[src/rtl/icu_wide_pkg.sv]
// Opcode set and output strobe layout shared by the wide ICU, its logic unit and the bus interface.
package instructions;

  typedef enum logic [3:0] {
    OP_NOPO = 4'h0,
    OP_LD   = 4'h1,
    OP_LDC  = 4'h2,
    OP_AND  = 4'h3,
    OP_ANDC = 4'h4,
    OP_OR   = 4'h5,
    OP_ORC  = 4'h6,
    OP_XNOR = 4'h7,
    OP_STO  = 4'h8,
    OP_STOC = 4'h9,
    OP_IEN  = 4'hA,
    OP_OEN  = 4'hB,
    OP_JMP  = 4'hC,
    OP_RTN  = 4'hD,
    OP_SKZ  = 4'hE,
    OP_NOPF = 4'hF
  } instruction_t;

  // Bit positions inside the registered strobe vector.
  localparam int FLAG_WRITE    = 0;
  localparam int FLAG_JMP      = 1;
  localparam int FLAG_RTN      = 2;
  localparam int FLAG_O        = 3;
  localparam int FLAG_F        = 4;
  localparam int ICU_OUT_FLAGS = 5;

  function automatic logic is_store(instruction_t op);
    return (op == OP_STO) || (op == OP_STOC);
  endfunction

endpackage

[src/rtl/icu_wide_if.sv]
// Instruction/result handshake bundle of the wide ICU; slave is the ICU side, master the driver side.
interface icu_wide_if
  import instructions::*;
#(
  parameter int WIDTH = 8
);
  logic               instr_valid;
  logic               instr_ready;
  instruction_t       instruction;
  logic [WIDTH-1:0]   data_in;
  logic               out_valid;
  logic               out_ready;
  logic               write;
  logic [WIDTH-1:0]   data_out;
  logic               jmp;
  logic               rtn;
  logic               flag_o;
  logic               flag_f;
  logic [WIDTH-1:0]   rr_out;

  modport slave (
    input  instr_valid, instruction, data_in, out_ready,
    output instr_ready, out_valid, write, data_out, jmp, rtn, flag_o, flag_f, rr_out
  );

  modport master (
    output instr_valid, instruction, data_in, out_ready,
    input  instr_ready, out_valid, write, data_out, jmp, rtn, flag_o, flag_f, rr_out
  );
endinterface

[src/rtl/icu_wide_logic_unit.sv]
// Combinational bitwise logic unit: next result register value from opcode, RR and masked operand.
module icu_logic_unit
  import instructions::*;
#(
  parameter int WIDTH = 8
) (
  input  instruction_t     op,
  input  logic [WIDTH-1:0] rr,
  input  logic [WIDTH-1:0] dm,
  output logic [WIDTH-1:0] rr_next
);

  always_comb begin
    rr_next = rr;
    case (op)
      OP_LD:   rr_next = dm;
      OP_LDC:  rr_next = ~dm;
      OP_AND:  rr_next = rr & dm;
      OP_ANDC: rr_next = rr & ~dm;
      OP_OR:   rr_next = rr | dm;
      OP_ORC:  rr_next = rr | ~dm;
      OP_XNOR: rr_next = ~(rr ^ dm);
      default: rr_next = rr;
    endcase
  end

endmodule

[src/rtl/icu_wide.sv]
// WIDTH-bit successor of the MC14500B ICU with one registered output word behind valid/ready.
// Define ICU_BITMASK_EN for per-bit IEN/OEN masks; otherwise IEN/OEN are single all-or-nothing bits.
module icu_wide
  import instructions::*;
#(
  parameter int WIDTH = 8
) (
  input  logic      clk,
  input  logic      rst,
  icu_wide_if.slave bus
);

  logic                     fire_p0;
  logic                     exec_p0;
  logic [WIDTH-1:0]         dm_p0;
  logic [WIDTH-1:0]         rr_next_p0;
  logic [WIDTH-1:0]         store_val_p0;
  logic [ICU_OUT_FLAGS-1:0] flags_p0;
  logic [WIDTH-1:0]         dout_p0;

  logic [WIDTH-1:0]         rr;
  logic                     skip;
  logic [WIDTH-1:0]         ien_mask;
  logic [WIDTH-1:0]         oen_mask;

  logic                     vld_p1;
  logic [ICU_OUT_FLAGS-1:0] flags_p1;
  logic [WIDTH-1:0]         dout_p1;

`ifdef ICU_BITMASK_EN
  logic [WIDTH-1:0] ien_q;
  logic [WIDTH-1:0] oen_q;
  assign ien_mask = ien_q;
  assign oen_mask = oen_q;
`else
  logic ien_q;
  logic oen_q;
  assign ien_mask = {WIDTH{ien_q}};
  assign oen_mask = {WIDTH{oen_q}};
`endif

  assign bus.instr_ready = ~vld_p1 | bus.out_ready;
  assign fire_p0         = bus.instr_valid & bus.instr_ready;
  // A skipped instruction is still consumed and produces a word, but touches no state.
  assign exec_p0         = fire_p0 & ~skip;
  assign dm_p0           = bus.data_in & ien_mask;
  assign store_val_p0    = (bus.instruction == OP_STOC) ? ~rr : rr;

  icu_logic_unit #(.WIDTH(WIDTH)) u_logic (
    .op      (bus.instruction),
    .rr      (rr),
    .dm      (dm_p0),
    .rr_next (rr_next_p0)
  );

  always_comb begin
    flags_p0 = '0;
    dout_p0  = '0;
    if (exec_p0) begin
      case (bus.instruction)
        OP_STO, OP_STOC: begin
          if (|oen_mask) begin
            flags_p0[FLAG_WRITE] = 1'b1;
            dout_p0              = store_val_p0 & oen_mask;
          end
        end
        OP_JMP:  flags_p0[FLAG_JMP] = 1'b1;
        OP_RTN:  flags_p0[FLAG_RTN] = 1'b1;
        OP_NOPO: flags_p0[FLAG_O]   = 1'b1;
        OP_NOPF: flags_p0[FLAG_F]   = 1'b1;
        default: ;
      endcase
    end
  end

  // ---- p0 -> p1: architectural state and the registered output word ----
  always_ff @(posedge clk) begin
    if (rst) begin
      vld_p1   <= 1'b0;
      flags_p1 <= '0;
      dout_p1  <= '0;
      rr       <= '0;
      skip     <= 1'b0;
      ien_q    <= '0;
      oen_q    <= '0;
    end else begin
      if (fire_p0) begin
        vld_p1   <= 1'b1;
        flags_p1 <= flags_p0;
        dout_p1  <= dout_p0;
      end else if (bus.out_ready) begin
        vld_p1 <= 1'b0;
      end

      if (fire_p0) begin
        if (skip) begin
          skip <= 1'b0;
        end else if (bus.instruction == OP_SKZ) begin
          skip <= (rr == '0);
        end else if (bus.instruction == OP_RTN) begin
          skip <= 1'b1;
        end
      end

      if (exec_p0) begin
        rr <= rr_next_p0;
`ifdef ICU_BITMASK_EN
        if (bus.instruction == OP_IEN) ien_q <= bus.data_in;
        if (bus.instruction == OP_OEN) oen_q <= dm_p0;
`else
        if (bus.instruction == OP_IEN) ien_q <= bus.data_in[0];
        if (bus.instruction == OP_OEN) oen_q <= dm_p0[0];
`endif
      end
    end
  end

  assign bus.out_valid = vld_p1;
  assign bus.write     = vld_p1 & flags_p1[FLAG_WRITE] & is_store(OP_STO);
  assign bus.data_out  = (vld_p1 & flags_p1[FLAG_WRITE]) ? dout_p1 : '0;
  assign bus.jmp       = vld_p1 & flags_p1[FLAG_JMP];
  assign bus.rtn       = vld_p1 & flags_p1[FLAG_RTN];
  assign bus.flag_o    = vld_p1 & flags_p1[FLAG_O];
  assign bus.flag_f    = vld_p1 & flags_p1[FLAG_F];
  assign bus.rr_out    = rr;

endmodule
[src/flat_wrapper.sv]
// flat-port wrapper written by rule: the top's interface ports become plain ports
module icu_wide_flat import instructions::*;
#(
  parameter int WIDTH = 8
)
  (clk, rst, bus_instr_valid, bus_instruction, bus_data_in, bus_out_ready, bus_instr_ready, bus_out_valid, bus_write, bus_data_out, bus_jmp, bus_rtn, bus_flag_o, bus_flag_f, bus_rr_out);
  icu_wide_if #(.WIDTH(WIDTH)) bus_i ();
  input  logic clk;
  input  logic rst;
  input wire logic [$bits(bus_i.instr_valid)-1:0] bus_instr_valid;
  input wire logic [$bits(bus_i.instruction)-1:0] bus_instruction;
  input wire logic [$bits(bus_i.data_in)-1:0] bus_data_in;
  input wire logic [$bits(bus_i.out_ready)-1:0] bus_out_ready;
  output wire logic [$bits(bus_i.instr_ready)-1:0] bus_instr_ready;
  output wire logic [$bits(bus_i.out_valid)-1:0] bus_out_valid;
  output wire logic [$bits(bus_i.write)-1:0] bus_write;
  output wire logic [$bits(bus_i.data_out)-1:0] bus_data_out;
  output wire logic [$bits(bus_i.jmp)-1:0] bus_jmp;
  output wire logic [$bits(bus_i.rtn)-1:0] bus_rtn;
  output wire logic [$bits(bus_i.flag_o)-1:0] bus_flag_o;
  output wire logic [$bits(bus_i.flag_f)-1:0] bus_flag_f;
  output wire logic [$bits(bus_i.rr_out)-1:0] bus_rr_out;
  assign bus_i.instr_valid = bus_instr_valid;
  assign bus_i.instruction = bus_instruction;
  assign bus_i.data_in = bus_data_in;
  assign bus_i.out_ready = bus_out_ready;
  assign bus_instr_ready = bus_i.instr_ready;
  assign bus_out_valid = bus_i.out_valid;
  assign bus_write = bus_i.write;
  assign bus_data_out = bus_i.data_out;
  assign bus_jmp = bus_i.jmp;
  assign bus_rtn = bus_i.rtn;
  assign bus_flag_o = bus_i.flag_o;
  assign bus_flag_f = bus_i.flag_f;
  assign bus_rr_out = bus_i.rr_out;
  icu_wide #(.WIDTH(WIDTH)) u_core (.clk(clk), .rst(rst), .bus(bus_i));
endmodule
[config.mk]
export PLATFORM = sky130hd
export DESIGN_NAME = icu_wide_flat
export DESIGN_NICKNAME = d
export VERILOG_FILES = /design/src/rtl/icu_wide_pkg.sv /design/src/rtl/icu_wide_if.sv /design/src/rtl/icu_wide_logic_unit.sv /design/src/rtl/icu_wide.sv /design/src/flat_wrapper.sv
export SDC_FILE = /design/constraint.sdc
export NUM_CORES = 1
export LEC_CHECK = 0
export ABC_AREA = 1
export ABC_CLOCK_PERIOD_IN_PS = 1300
export CAP_MARGIN = 30
export CORE_MARGIN = 4
export CORE_UTILIZATION = 30
export CTS_CLUSTER_DIAMETER = 50
export DETAILED_ROUTE_END_ITERATION = 12
export PLACE_DENSITY = 0.61
export SLEW_MARGIN = 20
export SYNTH_ARGS = -nofsm -noshare
export SYNTH_HDL_FRONTEND = slang
export SYNTH_SLANG_ARGS = --single-unit
[constraint.sdc]
create_clock -name clk -period 1.3 [get_ports clk]
set_input_delay 0.13 -clock clk [delete_from_list [all_inputs] [get_ports clk]]
set_output_delay 0.13 -clock clk [all_outputs]
set_load 0.02 [all_outputs]
# Yosys cells after proc, flatten, opt, wreduce, memory -nomap -nowiden
# Cells that the tools add are included.
classes:
  addsub: 0
  multipliers: 0
  div_mod_pow: 0
  order_cmp: 0
  n_eq_ne: 15
  shift: 0
  muxes: 17
  bitwise_logic: 20
  n_reduce_logical: 8
ops:
  columns: ["operator", "count"]
  rows:
  - ["one-hot mux 8 bit (7 select lines)", 1]
  - ["2-to-1 mux 8 bit", 5]
  - ["bitwise AND 8 bit", 4]
  - ["== test 4 bit (second input constant)", 8]
  - ["inverter 8 bit", 3]
  - ["== test 4 x 3 -> 1 bit (second input constant)", 4]
  - ["bitwise OR 8 bit", 2]
  - ["2-to-1 mux 1 bit", 10]
  - ["== test 4 x 2 -> 1 bit (second input constant)", 2]
  - ["logical NOT 8 bit", 1]
  - ["bitwise XOR 8 bit", 1]
  - ["bitwise AND 1 bit", 7]
  - ["nonzero test 7 bit", 1]
  - ["AND reduction 2 bit", 3]
  - ["2-to-1 mux 5 bit", 1]
  - ["== test 4 x 1 -> 1 bit (second input constant)", 1]
  - ["logical NOT 4 bit", 1]
  - ["inverter 1 bit", 2]
  - ["nonzero test 2 bit", 1]
  - ["OR reduction 2 bit", 1]
  - ["bitwise OR 1 bit", 1]
totals:
  ff_bits: 25
  latchBits: 0
  ram_bits: 0
  rom_bits: 0
  input_bits: 16
  elab_cells: 67
  n_memories: 0

# Logic depth before layout (Yosys ltp)
logic_depth:
  depth_word: 6
  depth_mapped: 9
  depth_no_buf: 8

# Modules after synthesis
# From an unflattened synthesis, not the netlist that was laid out.
hier_totals:
  hier_cells: 307
  area_unflattened_um2: 1740.4
modules_own_cells:
  columns: ["module", "instances", "cells_per_inst", "area_each_um2", "seq_area_each_um2"]
  rows:
  - ["icu_wide", 1, 203, 1292.5, 500.5]
  - ["icu_logic_unit", 1, 104, 447.9, 0.0]

# Worst setup path before layout
# OpenSTA, ideal clock, no wires.
synth_timing:
  path_type: "reg-to-reg"
  startpoint: "register u_core.vld_p1 (netlist: u_core.bus.out_valid)"
  endpoint: "register u_core.rr[1] (netlist: u_core.bus.rr_out[1])"
  arrival_ps: 1218
  required_ps: 1185
  slack_ps: -33
  path_stages_with_launch: 8
  n_path_buf: 1
  cell_sequence: "dfxtp_1 > nand2_4 > nand3_4 > nor2_8 > buf_6 > nand2_1 > nor2_1 > nor2_1"
synth_between:
  elab_chain_len: 5
synth_rtl:
  columns: ["item", "line_no", "rtl"]
  rows:
  - ["from (decl)", "icu_wide.sv:26", "logic vld_p1;"]
  - ["from (signal assigned)", "icu_wide.sv:79", "vld_p1 <= 1'b0;"]
  - ["from (signal assigned)", "icu_wide.sv:88", "vld_p1 <= 1'b1;"]
  - ["from (signal assigned)", "icu_wide.sv:92", "vld_p1 <= 1'b0;"]
  - ["inverter 1 bit", "icu_wide.sv:42", "assign bus.instr_ready = ~vld_p1 | bus.out_ready;"]
  - ["bitwise OR 1 bit", "icu_wide.sv:42", null]
  - ["net bus_instr_ready", "flat_wrapper.sv:14", "output wire logic [$bits(bus_i.instr_ready)-1:0] bus_instr_ready;"]
  - ["bitwise AND 1 bit", "icu_wide.sv:43", "assign fire_p0 = bus.instr_valid & bus.instr_ready;"]
  - ["bitwise AND 1 bit", "icu_wide.sv:45", "assign exec_p0 = fire_p0 & ~skip;"]
  - ["AND reduction 2 bit (no source line)", null, null]
  - ["to (signal assigned)", "icu_wide.sv:106", "rr <= rr_next_p0;"]
  - ["to (decl)", "icu_wide.sv:21", "logic [WIDTH-1:0] rr;"]
# The timed path passes the listed nets, and every way through them passes these cells.
# A chain may end at the register's enable or synchronous reset.

# Worst setup path after layout
layout_timing:
  startpoint: "register u_core.vld_p1 (netlist: u_core.bus.out_valid)"
  endpoint: "register u_core.dout_p1[7]"
layout_between:
  elab_chain_len: 5
layout_rtl:
  columns: ["item", "line_no", "rtl"]
  rows:
  - ["inverter 1 bit *", "icu_wide.sv:42", null]
  - ["bitwise OR 1 bit *", "icu_wide.sv:42", null]
  - ["bitwise AND 1 bit *", "icu_wide.sv:43", null]
  - ["bitwise AND 1 bit", "icu_wide.sv:45", null]
  - ["2-to-1 mux 8 bit", "icu_wide.sv:59", "if (exec_p0) begin"]
  - ["to (signal assigned)", "icu_wide.sv:90", "dout_p1 <= dout_p0;"]
  - ["to (decl)", "icu_wide.sv:28", "logic [WIDTH-1:0] dout_p1;"]
# Every way passes the cells marked *; elsewhere a longest branch is shown, timed or not.

==> impl_metrics.py <==
metrics = {
    "status": {
        "status": "finished, violations left",
        "violations": "setup timing",
    },
    "floorplan": {
        "rows": 27,
        "initial_core_util": 0.3126,
        "coreArea_um2": 5540,
        "ioPinCount": 39,
        "dieWidth_um": 83.98,
        "die_area_um2": 7052,
        "die_h_um": 83.98,
    },
    "synth": {
        "synth_edf_count": 0,
        "syn-cell-area_um2": 1732,
        "synth_nets": 319,
        "netlist_top_cells_area": "dfxtp_1 (29%), nand2_1 (23%), nand3_1 (12%), nor2_1 (8.5%), inv_1 (8.0%)",
        "ys_types": 23,
        "synth_common_cells": "nand2_1 (108), nand3_1 (43), nor2_1 (39), inv_1 (37), dfxtp_1 (25)",
        "ys_seq_area_frac": 0.2890,
        "ys_ff_latch": 25,
        "netlist_instances": 303,
        "yosys.area.top_type": "dfxtp_1",
        "ys.flop_type": "dfxtp_1",
        "ys.warnings.count": 0,
        "postSynthAreaPerCell_um2": 5.715,
        "yosysMostFrequentCell": "nand2_1",
        "synth_top_area_share": 0.2890,
        "postSynth.asyncResetShare": 0,
    },
    "timing": {
        "fin_skew_ps": 6.402,
        "fmax_ghz": 0.7547,
        "fin_crit_ps": 1325,
        "rsz0062_at_grt": "true",
        "tightest_slew_ps": 286.4,
        "holdWs_ps": 394.2,
        "slew_headroom": 0.8088,
        "finalCritPeriodShare": 1.019,
        "setup_viol": 8,
        "layout_setup_ws_ps": -25.09,
        "finalHoldViolCount": 0,
        "maxSlewViolCount": 0,
    },
    "route": {
        "drt_iter0_drc": 126,
        "via_count": 2038,
        "viasPerCell": 4.580,
        "wl_per_cell_um": 11.62,
        "ant_nets": 0,
        "first_pass_iters": 4,
        "drt_wl_total_mm": 5.173,
        "drc": 0,
    },
    "cells_and_area": {
        "fin_area_um2": 2557,
        "num_antenna_cells": 0,
        "drive_gt1_frac": 0.2493,
        "syn_to_final_growth_pct": 47.69,
        "final_nets": 390,
        "finalCoreUtilization": 0.4616,
    },
    "worst_setup_path": {
        "path_buf_inv": 2,
        "worst-setup-path-type": "reg2reg",
        "reg2reg_to": "u_core.dout_p1[7]$_SDFFE_PP0N_",
        "critical_path.endpoint": "u_core.dout_p1[7]$_SDFFE_PP0N_",
        "cp.depth": 7,
        "cp_common_cell": "buf_6",
        "crit_required_ps": 1510,
        "r2r_setup_slack_ps": -30,
        "r2r-start": "u_core.bus.out_valid$_SDFFE_PP0P_",
        "critPathSlowestCell": "dfxtp_2",
        "r2r_cells": 7,
        "crit_path_end_kind": "flip-flop",
        "crit_path_max_incr_delay_ps": 340,
        "cp-startpoint": "u_core.bus.out_valid$_SDFFE_PP0P_",
        "path_cells": "buf_6 > nand2_4 > nand3_4 > nor2_4 > buf_6 > nand3_2 > a21oi_1",
        "critPathArrivalTime_ps": 1530,
        "critPathMaxFanout": 8,
        "cp_top_family": "simple AND/OR/NAND/NOR gates",
        "cp-start-kind": "flip-flop",
    },
    "place": {
        "io_buffers": 38,
        "placed_area_um2": 2364,
        "hpwl_mm": 3.546,
        "pre_cts_ws_ps": -318.8,
        "gp_congestion": 0.9077,
    },
    "clock_network": {
        "cts_num_sinks": 25,
        "hold_buffers": 0,
        "clkTransAtPathRegs_ps": 90,
        "clkLatencyLatePin_ps": 270,
        "clk_path_buf_depth": 2,
        "h-tree-depth": 1,
        "cts_root_buf": "clkbuf_8",
        "tritoncts": "built",
        "cts_buffers": 3,
    },
    "grt": {
        "grt_max_degree": 15,
        "grt_pass1_vias": 1826,
        "grt_remaining_overflow": 0,
        "grt_antenna_before_repair": 0,
        "grt_pass1_wl_mm": 8.252,
        "grt_util_all_layers": 0.1390,
    },
    "worst_hold_path": {
        "hold_path.class": "in2reg",
    },
    "pwr": {
        "p_sw_uw": 572.2,
        "p_leak_uw": 0.001294,
        "power.share.clock": 0.263,
        "pwr-share-seq": 0.444,
        "pwr_density_cell_nw_per_um2": 707.3,
        "max-vdd-ir-drop_mv": 0.3758,
        "sw_frac_of_total": 0.3163,
        "p_int_uw": 1237,
        "p_comb_frac": 0.294,
    },
    "job": {
        "cap_viol_max_count": 0,
    },
}
## cells by family after synthesis
logic type | share of synthesized area
flops | 0.2890
simple gates | 0.5159
compound gates | 0.07225
buf+inv | 0.1228
## layout make-up
type | instances | area, µm²
flip-flops and latches | 25 | 504.2
clock buffers | 4 | 45.04
multi-input cells | 230 | 1115
well taps | 72 | 90.09
repair buffers | 74 | 651.9
fillers | 607 | 2983
inverters | 40 | 151.4
## through the flow
stage / std cells / power (µW) / setup TNS [ps]
2_1_floorplan: 303 / 1090 / 0
3_3_place_gp: 432 / 1305 / -6328
3_5_place_dp: 432 / 1306 / -6382
4_1_cts: 441 / 1800 / -5.187
5_1_grt: 445 / 1931 / -1530
6_report: 445 / 1809 / -87.69
## routing by layer
metal  track usage  wire (µm)  vias up
li1              -          -     1087
met3       0.02073        278        9
met1        0.1886       2510      875
met5             0          0        -
met4       0.03947         85        0
met2        0.2278       2299       67
## power by group through the flow
stage / Clock [µW] / Sequential (µW) / Combinational [µW]
5_1_grt: 543 / 808 / 580
4_1_cts: 498 / 803 / 498
3_3_place_gp: 0 / 821 / 484
2_1_floorplan: 0 / 859 / 231
3_5_place_dp: 0 / 821 / 485
6_report: 475 / 803 / 531
## flip-flops by register name, summed over array words and instances, names as in the netlist
name,count
u_core.ien_q,1
u_core.bus.out_valid,1
u_core.flags_p1,5
u_core.dout_p1,8
u_core.oen_q,1
u_core.skip,1
u_core.bus.rr_out,8
## worst min-delay path by stage
| stage | from | end | slack, ps | cells past startpoint |
|---|---|---|---|---|
| 4_1_cts | u_core.dout_p1[6]$_SDFFE_PP0N_ | u_core.dout_p1[6]$_SDFFE_PP0N_ | 470 | 2 |
| 6_report | bus_instruction[0] | u_core.oen_q$_SDFFE_PP0P_ | 390 | 5 |
| 2_1_floorplan | bus_data_in[0] | u_core.ien_q$_SDFFE_PP0P_ | 270 | 2 |
| 3_5_place_dp | u_core.dout_p1[6]$_SDFFE_PP0N_ | u_core.dout_p1[6]$_SDFFE_PP0N_ | 450 | 2 |
| 5_1_grt | bus_instruction[3] | u_core.skip$_SDFFE_PP0N_ | 430 | 5 |
| 3_3_place_gp | u_core.flags_p1[4]$_SDFFE_PP0N_ | u_core.flags_p1[4]$_SDFFE_PP0N_ | 450 | 2 |
## cells in the final DEF (no fill, tap or decap), drive strengths merged
master	n
dfxtp	25
o21ai	9
clkdlybuf4s15	5
clkbuf	9
clkdlybuf4s50	12
dlymetal6s2s	2
dlygate4sd2	10
nand4	1
buf	40
inv	39
nor3	4
a21oi	16
nand2	110
clkinv	1
nor2	45
nand3	45
## worst min-delay path, cell delays in order
cell            delay, ps
dlymetal6s2s_1        150
nand2_1               140
nor3_1                 80
nor2_1                 80
nor2_1                 50
## timing repair
item	4_1_cts	5_1_grt
pin swaps	8	20
buffers inserted	4	5
resized for setup	54	40
cloned	1	1
setup endpoints to repair	33	36
No activity file was read; power rests on OpenSTA's default activity.
